**src/rtl/mem_arb.sv**
```systemverilog
// mem_arb: two-requester (IF, MEM) arbiter sharing one valid/ready memory port.
// Ports: clk, rst (async high); if_req_*/if_rsp_*, mem_req_*/mem_rsp_* upstream;
//        ram_req_*/ram_rsp_* downstream; arb_err sticky protocol-violation flag.
// Macro MEM_ARB_RR_EN: round-robin arbitration; undefined = MEM fixed priority.
module mem_arb #(
  parameter int AW = 64,
  parameter int DW = 64
) (
  input  logic            clk,
  input  logic            rst,
  input  logic            if_req_valid,
  output logic            if_req_ready,
  input  logic [AW-1:0]   if_addr,
  output logic            if_rsp_valid,
  output logic [DW-1:0]   if_rdata,
  input  logic            mem_req_valid,
  output logic            mem_req_ready,
  input  logic [AW-1:0]   mem_addr,
  input  logic            mem_wen,
  input  logic [DW-1:0]   mem_wdata,
  input  logic [DW/8-1:0] mem_wstrb,
  output logic            mem_rsp_valid,
  output logic [DW-1:0]   mem_rdata,
  output logic            ram_req_valid,
  input  logic            ram_req_ready,
  output logic [AW-1:0]   ram_addr,
  output logic            ram_wen,
  output logic [DW-1:0]   ram_wdata,
  output logic [DW/8-1:0] ram_wstrb,
  input  logic            ram_rsp_valid,
  input  logic [DW-1:0]   ram_rdata,
  output logic            arb_err
);

  typedef enum logic [1:0] {
    IDLE,
    ISSUE,
    WAIT,
    RESP
  } state_t;

  state_t        state;
  state_t        state_nx;
  logic          owner;
  logic [DW-1:0] rdata_q;
  logic          idle;
  logic          prio_mem;
  logic          grant_if;
  logic          grant_mem;
  logic          hs;

  // Ready is suppressed while reset is held so every output reads 0.
  assign idle = (state == IDLE) && !rst;

`ifdef MEM_ARB_RR_EN
  // last_mem = 1 when MEM won the previous grant; reset favours MEM.
  logic last_mem;

  always_ff @(posedge clk or posedge rst) begin
    if (rst) begin
      last_mem <= 1'b0;
    end else if (hs) begin
      last_mem <= grant_mem;
    end
  end

  assign prio_mem = !last_mem;
`else
  assign prio_mem = 1'b1;
`endif

  assign grant_mem = idle && mem_req_valid &&
                     (prio_mem || !if_req_valid);
  assign grant_if  = idle && if_req_valid && !grant_mem;
  assign hs        = grant_if || grant_mem;

  always_ff @(posedge clk or posedge rst) begin
    if (rst) begin
      state <= IDLE;
    end else begin
      state <= state_nx;
    end
  end

  always_comb begin
    state_nx = state;
    unique case (state)
      IDLE:  if (hs) state_nx = ISSUE;
      ISSUE: if (ram_req_ready) state_nx = WAIT;
      WAIT:  if (ram_rsp_valid) state_nx = RESP;
      RESP:  state_nx = IDLE;
      default: state_nx = IDLE;
    endcase
  end

  always_comb begin
    if_req_ready  = grant_if;
    mem_req_ready = grant_mem;
    ram_req_valid = 1'b0;
    if_rsp_valid  = 1'b0;
    mem_rsp_valid = 1'b0;
    if_rdata      = '0;
    mem_rdata     = '0;
    unique case (state)
      ISSUE: ram_req_valid = 1'b1;
      RESP: begin
        if (owner) begin
          mem_rsp_valid = 1'b1;
          mem_rdata     = rdata_q;
        end else begin
          if_rsp_valid  = 1'b1;
          if_rdata      = rdata_q;
        end
      end
      default: ;
    endcase
  end

  // Request fields are captured once and held through ISSUE.
  always_ff @(posedge clk or posedge rst) begin
    if (rst) begin
      ram_addr  <= '0;
      ram_wen   <= 1'b0;
      ram_wdata <= '0;
      ram_wstrb <= '0;
      owner     <= 1'b0;
    end else if (hs) begin
      owner     <= grant_mem;
      ram_addr  <= grant_mem ? mem_addr : if_addr;
      ram_wen   <= grant_mem && mem_wen;
      ram_wdata <= grant_mem ? mem_wdata : '0;
      ram_wstrb <= grant_mem ? mem_wstrb : '0;
    end
  end

  always_ff @(posedge clk or posedge rst) begin
    if (rst) begin
      rdata_q <= '0;
    end else if (state == WAIT && ram_rsp_valid) begin
      rdata_q <= ram_wen ? '0 : ram_rdata;
    end
  end

  // A response outside WAIT has no owner; flag it and drop it.
  always_ff @(posedge clk or posedge rst) begin
    if (rst) begin
      arb_err <= 1'b0;
    end else if (ram_rsp_valid && state != WAIT) begin
      arb_err <= 1'b1;
    end
  end

endmodule

```
**config.mk**
```make
export PLATFORM = sky130hd
export DESIGN_NAME = mem_arb
export DESIGN_NICKNAME = d
export VERILOG_FILES = /design/src/rtl/mem_arb.sv
export SDC_FILE = /design/constraint.sdc
export NUM_CORES = 1
export LEC_CHECK = 0
export CAP_MARGIN = 20
export CORE_AREA = 2 2 209 211
export DETAILED_ROUTE_END_ITERATION = 10
export DIE_AREA = 0 0 211 213
export PLACE_DENSITY_LB_ADDON = 0.1
export SYNTH_ARGS = -nofsm -noshare
export SYNTH_HDL_FRONTEND = slang
export SYNTH_SLANG_ARGS = --single-unit
```
**constraint.sdc**
```tcl
create_clock -name clk -period 7.8 [get_ports clk]
set_clock_uncertainty 0.05 [all_clocks]
set_input_delay 1.17 -clock clk [delete_from_list [all_inputs] [get_ports clk]]
set_output_delay 1.17 -clock clk [all_outputs]
set_load 0.01 [all_outputs]
```
==> flow_summary.json, run 1 <==
{
  "startpoint": "rst",
  "worst_pin_slew_ns": 0.9929,
  "rows": 76,
  "yosysSeqAreaShare": 0.5302,
  "clkTransAtPathRegs_ns": 0.06,
  "initial_core_util": 0.2266,
  "final_nets": 1734,
  "whs_ns": 0.4220,
  "grt-ovfl-total": 0,
  "drt_iter0_markers": 391,
  "path_class": "in -> out",
  "fmax_mhz": 207.7,
  "grt_pass1_vias": 8973,
  "post-place-ws_ns": 2.887,
  "wl_per_cell_um": 19.81,
  "crit_required_ns": 6.58,
  "final_layout_size_suffix_gt1_frac": 0.1128,
  "ir_drop_v": 0.0001674,
  "worstSkewPairLatency_ns": 0.54,
  "holdBufCountCts": 0,
  "antenna_found_initial": 3,
  "pwr_density_cell_nw_per_um2": 344.0,
  "dr.pass1.iters": 4,
  "period_share": 0.6172,
  "reg2reg_slack_ns": 3.98,
  "ys_types": 29,
  "p_sw_frac": 0.3521,
  "cts_max_path_buffers": 3,
  "post_cts_buffers": 0,
  "synthToLayoutAreaGrowth_pct": 69.99,
  "reg2reg_from": "state[1]",
  "layout_common_cells": "541 x clkdlybuf4s50_1, 204 x dfrtp_1, 131 x nand2_1, 100 x a21oi_2, 73 x a22o_1",
  "pin_count": 542,
  "postCtsResizedCells": 0,
  "fin_crit_ns": 4.814,
  "p_switching_mw": 1.992,
  "status": "completed",
  "die_w_um": 211,
  "rsz0062_at_grt": "no",
  "p_leak_nw": 7.103,
  "syn_inst": 965,
  "comb_power_share": 0.427,
  "synth_top_area_cell": "dfrtp_1",
  "nFillCells": 4292,
  "hold-path-cell-count": 1,
  "yosys.area.top_type_share": 0.5302,
  "fp.dieH_um": 213,
  "num_vias": 8877,
  "worstRegToRegCells": 10,
  "pwr-share-clk": 0.240,
  "timing.rr.end": "ram_addr[60]",
  "final_common_cell": "clkdlybuf4s50_1",
  "cp.arrival_ns": 3.59,
  "maxSlewViolCount": 0,
  "hp-class": "reg -> reg",
  "htree_levels": 1,
  "grt_pass1_wl_um": 58630,
  "avgSynthCellArea_um2": 10.03,
  "port_buffers": 541,
  "root_buffer": "clkbuf_16",
  "pwr-share-seq": 0.333,
  "critPathLaunchType": "input port",
  "endpoint": "mem_req_ready",
  "end_kind": "primary output",
  "numCtsBuffers": 27,
  "grt_max_degree": 130,
  "fin_ws_ns": 2.986,
  "syn_nets": 1240,
  "antenna_left": 0,
  "gp_congestion": 0.7367,
  "critical_path_peak_fanout": 66,
  "ys_ff_latch": 205,
  "grt_usage": 0.1720,
  "setup_viol": 0,
  "synth_warnings": 0,
  "wl_um": 40190,
  "dp.final_hpwl_um": 28880,
  "power.internal_mw": 3.666,
  "die_area_um2": 44940,
  "slew_headroom": 0.3381,
  "syn_area_um2": 9676,
  "via_per_inst": 4.375,
  "timing.setup.tns_ns": 0,
  "synth_area_leaders": "dfrtp_1 53%, a21oi_2 9.1%, a22o_1 6.6%",
  "maxCapViolCount": 0,
  "coreArea_um2": 42700,
  "cts_tree": "done",
  "numClockSinks": 205,
  "final-hold-violation-count": 0,
  "drc": 0
}
-- stage by stage --
stage	instances	cell area, um^2	total power, mW	util
5_1_grt	2027	16440	6.038	0.3851
3_5_place_dp	1975	15450	4.349	0.3618
2_1_floorplan	965	9676	2.987	-
3_3_place_gp	1974	15430	4.330	0.3613
4_1_cts	2025	16420	5.753	0.3846
6_report	2029	16450	5.658	0.3852
-- Yosys cell counts (all sizes together) --
cell type / number
inv: 5
buf: 48
ha: 4
o32a: 1
dfrtp: 205
nand2b: 64
and2b: 1
and3: 64
nor2b: 2
a221oi: 1
o21ai: 65
nor2: 65
o21a: 1
and2: 65
o21bai: 1
clkbuf: 38
mux2: 1
a22o: 73
nand2: 133
a21oi: 128
-- area by class of cell --
type | instances | area [um^2] | share of cell area
flip-flops and latches | 205 | 5131 | 0.3120
inverters | 5 | 31.28 | 0.001902
repair buffers | 551 | 5528 | 0.3361
clock inverters | 13 | 198.9 | 0.01210
diodes | 3 | 7.507 | 0.0004564
clock buffers | 37 | 773.2 | 0.04701
well taps | 546 | 683.2 | 0.04154
multi-input cells | 669 | 4094 | 0.2489
-- how the worst min path moves through the flow --
stage / from / endpoint / slack (ns)
floorplan: rdata_q[61] / rdata_q[61] / 0.41
finish: arb_err / arb_err / 0.42
global placement: arb_err / arb_err / 0.42
detailed placement: arb_err / arb_err / 0.42
global route: ram_wdata[10] / ram_wdata[10] / 0.46
CTS: arb_err / arb_err / 0.43
-- sequential cells by signal (all words and copies together), names as in the netlist --
name	count
ram_addr	64
ram_wdata	64
rdata_q	64
ram_wstrb	8
state	2
arb_err	1
owner	1
ram_wen	1
-- worst max-delay path, stage by stage --
cell and delay [ns]:
clkdlybuf4s50_1 0.58, and2b_4 0.25, nand2_2 0.06, buf_4 0.62, inv_6 0.22, clkdlybuf4s50_1 0.64
-- per-layer routing --
metal	vias up	share of wire	track usage	wire, um
met4	4	0.019	0.04395	772
met1	4202	0.39	0.2045	15740
li1	4259	-	-	-
met2	365	0.48	0.2878	19390
met5	-	0.00067	0	27
met3	47	0.11	0.07075	4254
-- cell families (layout without fill, tap and decap cells) --
family / count (synthesis) / in the layout / share of synthesized area
DFF: 205 / 205 / 0.5302
muxes: 1 / 1 / 0.001164
AOI/OAI and AO/OA: 270 / 270 / 0.2092
buffers and inverters: 91 / 606 / 0.05004
other: 0 / 3 / 0
adders and majority gates: 4 / 4 / 0.005173
and+or+nand+nor: 394 / 394 / 0.2042
-- power groups by stage --
| stage | logic (mW) | registers [mW] | clock network (mW) |
|---|---|---|---|
| floorplan | 1.07 | 1.92 | 0 |
| global placement | 2.44 | 1.89 | 0 |
| detailed placement | 2.46 | 1.89 | 0 |
| global route | 2.64 | 1.95 | 1.45 |
| finish | 2.42 | 1.88 | 1.36 |
| CTS | 2.46 | 1.89 | 1.40 |
(Power assumes the default switching activity.)
==> inputs of run 2 (changes only) <==
==> constraint.sdc (replaced) <==
create_clock -name clk -period 4.7 [get_ports clk]
set_clock_uncertainty 0.05 [all_clocks]
set_input_delay 0.705 -clock clk [delete_from_list [all_inputs] [get_ports clk]]
set_output_delay 0.705 -clock clk [all_outputs]
set_load 0.01 [all_outputs]
==> run 2 against run 1 <==
Net effect: clock-buffer cell count increased by 3; highest routed layer unchanged; final area about the same; combinational power increased by 68%; first-iteration DRC count decreased by 15%; clock power increased by 61%; final cell count increased by 0.25%; largest cell class unchanged; via count decreased by 0.38%; critical path depth decreased by 1; core utilization about the same; sequential power increased by 62%; sequential share of layout area about the same; wire length increased by 0.30%; critical endpoint is now if_rdata[14].
==> flow_summary.json, run 2 (same netlist as run 1, synthesis figures left out) <==
{
  "worstSkewPairLatency_ns": 0.54,
  "fp.dieH_um": 213,
  "postCtsResizedCells": 0,
  "p_leak_nw": 7.108,
  "crit_required_ns": 3.94,
  "antenna_found_initial": 12,
  "fin_crit_ns": 3.544,
  "largestRegisters": "ram_addr: 64 flops, ram_wdata: 64 flops, rdata_q: 64 flops",
  "startpoint": "state[0]",
  "final-hold-violation-count": 0,
  "root_buffer": "clkbuf_16",
  "slew_headroom": 0.3791,
  "path_delay_family": "buffers and inverters",
  "final_nets": 1739,
  "pin_count": 542,
  "dp.final_hpwl_um": 28960,
  "port_buffers": 541,
  "synthToLayoutAreaGrowth_pct": 69.97,
  "reg2reg_slack_ns": 2.28,
  "slowest_stage": "nor2b_4",
  "critPathLaunchType": "flop",
  "grt_usage": 0.1729,
  "post_cts_buffers": 0,
  "pwr_density_cell_nw_per_um2": 565.3,
  "coreArea_um2": 42700,
  "grt_pass1_wl_um": 58970,
  "wl_met2_um": 19480,
  "final_area_um2": 16450,
  "grt_pass1_vias": 9097,
  "die_area_um2": 44940,
  "holdBufCountCts": 0,
  "wl_met3_um": 4087,
  "worstRegToRegCells": 8,
  "cpPeakStageDelay_ns": 0.54,
  "final_layout_size_suffix_gt1_frac": 0.1158,
  "rsz0062_at_grt": "no",
  "worst_pin_slew_ns": 0.9314,
  "fmax_mhz": 282.2,
  "reg2reg_from": "state[0]",
  "grt-ovfl-total": 0,
  "maxSlewViolCount": 0,
  "layout_common_cells": "541 x clkdlybuf4s50_1, 204 x dfrtp_1, 131 x nand2_1, 100 x a21oi_2, 73 x a22o_1",
  "critical_path_peak_fanout": 34,
  "htree_levels": 1,
  "setup_viol": 0,
  "timing.setup.tns_ns": 0,
  "wl_um": 40310,
  "rows": 76,
  "drt_iter0_markers": 331,
  "clkTransAtPathRegs_ns": 0.06,
  "die_w_um": 211,
  "wl_per_cell_um": 19.82,
  "path_class": "reg -> out",
  "cts_max_path_buffers": 3,
  "drt-met1-wl_um": 15880,
  "numCtsBuffers": 27,
  "drc": 0,
  "ir_drop_v": 0.0003100,
  "power_mw": 9.296,
  "path_cells": "ha_2, nor2b_4, buf_4, and2_1, clkdlybuf4s50_1",
  "place_area_um2": 15490,
  "antenna_left": 0,
  "cp.depth": 5,
  "cts_tree": "done",
  "initial_core_util": 0.2266,
  "numClockSinks": 205,
  "status": "completed",
  "hp-class": "reg -> reg",
  "final_common_cell": "clkdlybuf4s50_1",
  "crit_buf_inv": 2,
  "routed.top_layer": "met5",
  "endpoint": "if_rdata[14]",
  "gp_congestion": 0.7561,
  "maxCapViolCount": 0,
  "cp.arrival_ns": 2.79,
  "timing.rr.end": "ram_addr[0]",
  "end_kind": "primary output",
  "dr.pass1.iters": 4,
  "via_per_inst": 4.348,
  "num_vias": 8843,
  "period_share": 0.7540,
  "grt_max_degree": 138
}
[run 2: cell types whose count changed in the layout (fill, tap and decap cells not counted), sizes merged]
cell / delta
buf: +5
bufinv: -2
clkbuf: +3
clkinv: -1
[run 2: how the worst min path moves through the flow]
stage / depth (start not counted) / to / startpoint / slack [ns]
6_report: 1 / arb_err / arb_err / 0.42
5_1_grt: 1 / ram_wdata[8] / ram_wdata[8] / 0.46
4_1_cts: 1 / arb_err / arb_err / 0.43
3_5_place_dp: 1 / arb_err / arb_err / 0.42
3_3_place_gp: 2 / rdata_q[48] / rdata_q[48] / 0.42
2_1_floorplan: 2 / rdata_q[61] / rdata_q[61] / 0.41
[run 2: power by group]
group | total (mW) | switching [mW] | internal [mW]
logic | 4.07 | 1.96 | 2.11
registers | 3.04 | 0.501 | 2.54
clock network | 2.19 | 0.827 | 1.36
total | 9.30 | 3.28 | 6.01
[run 2: metal layers]
layer | global-route usage | up-vias
met1 | 0.2024 | 4163
li1 | - | 4258
met4 | 0.04614 | 18
met5 | 0 | -
met3 | 0.07339 | 64
met2 | 0.2906 | 340
[run 2: area by class of cell]
type                    instances  area (um^2)
clock buffers                  40        814.5
clock inverters                10        135.1
multi-input cells             669         4094
fillers                      4353        26250
well taps                     546        683.2
inverters                       5        27.53
repair buffers                556         5553
diodes                          3        7.507
flip-flops and latches        205         5131
[run 2: metrics by stage]
stage	hold slack [ns]	cells	worst slack, ns	util
floorplan	0.4057	965	1.287	-
global placement	0.4227	1981	1.615	0.3628
detailed placement	0.4203	1981	1.618	0.3628
CTS	0.4336	2031	1.063	0.3850
global route	0.4608	2034	0.8974	0.3852
finish	0.4244	2034	1.156	0.3852
[run 2: worst reg2reg max path: stages (launching register included)]
cell,delay (ns)
dfrtp_1,0.41
inv_1,0.10
ha_1,0.28
and2b_4,0.24
nand2_2,0.10
inv_6,0.08
buf_12,0.48
a21oi_1,0.42
a21oi_1,0.18
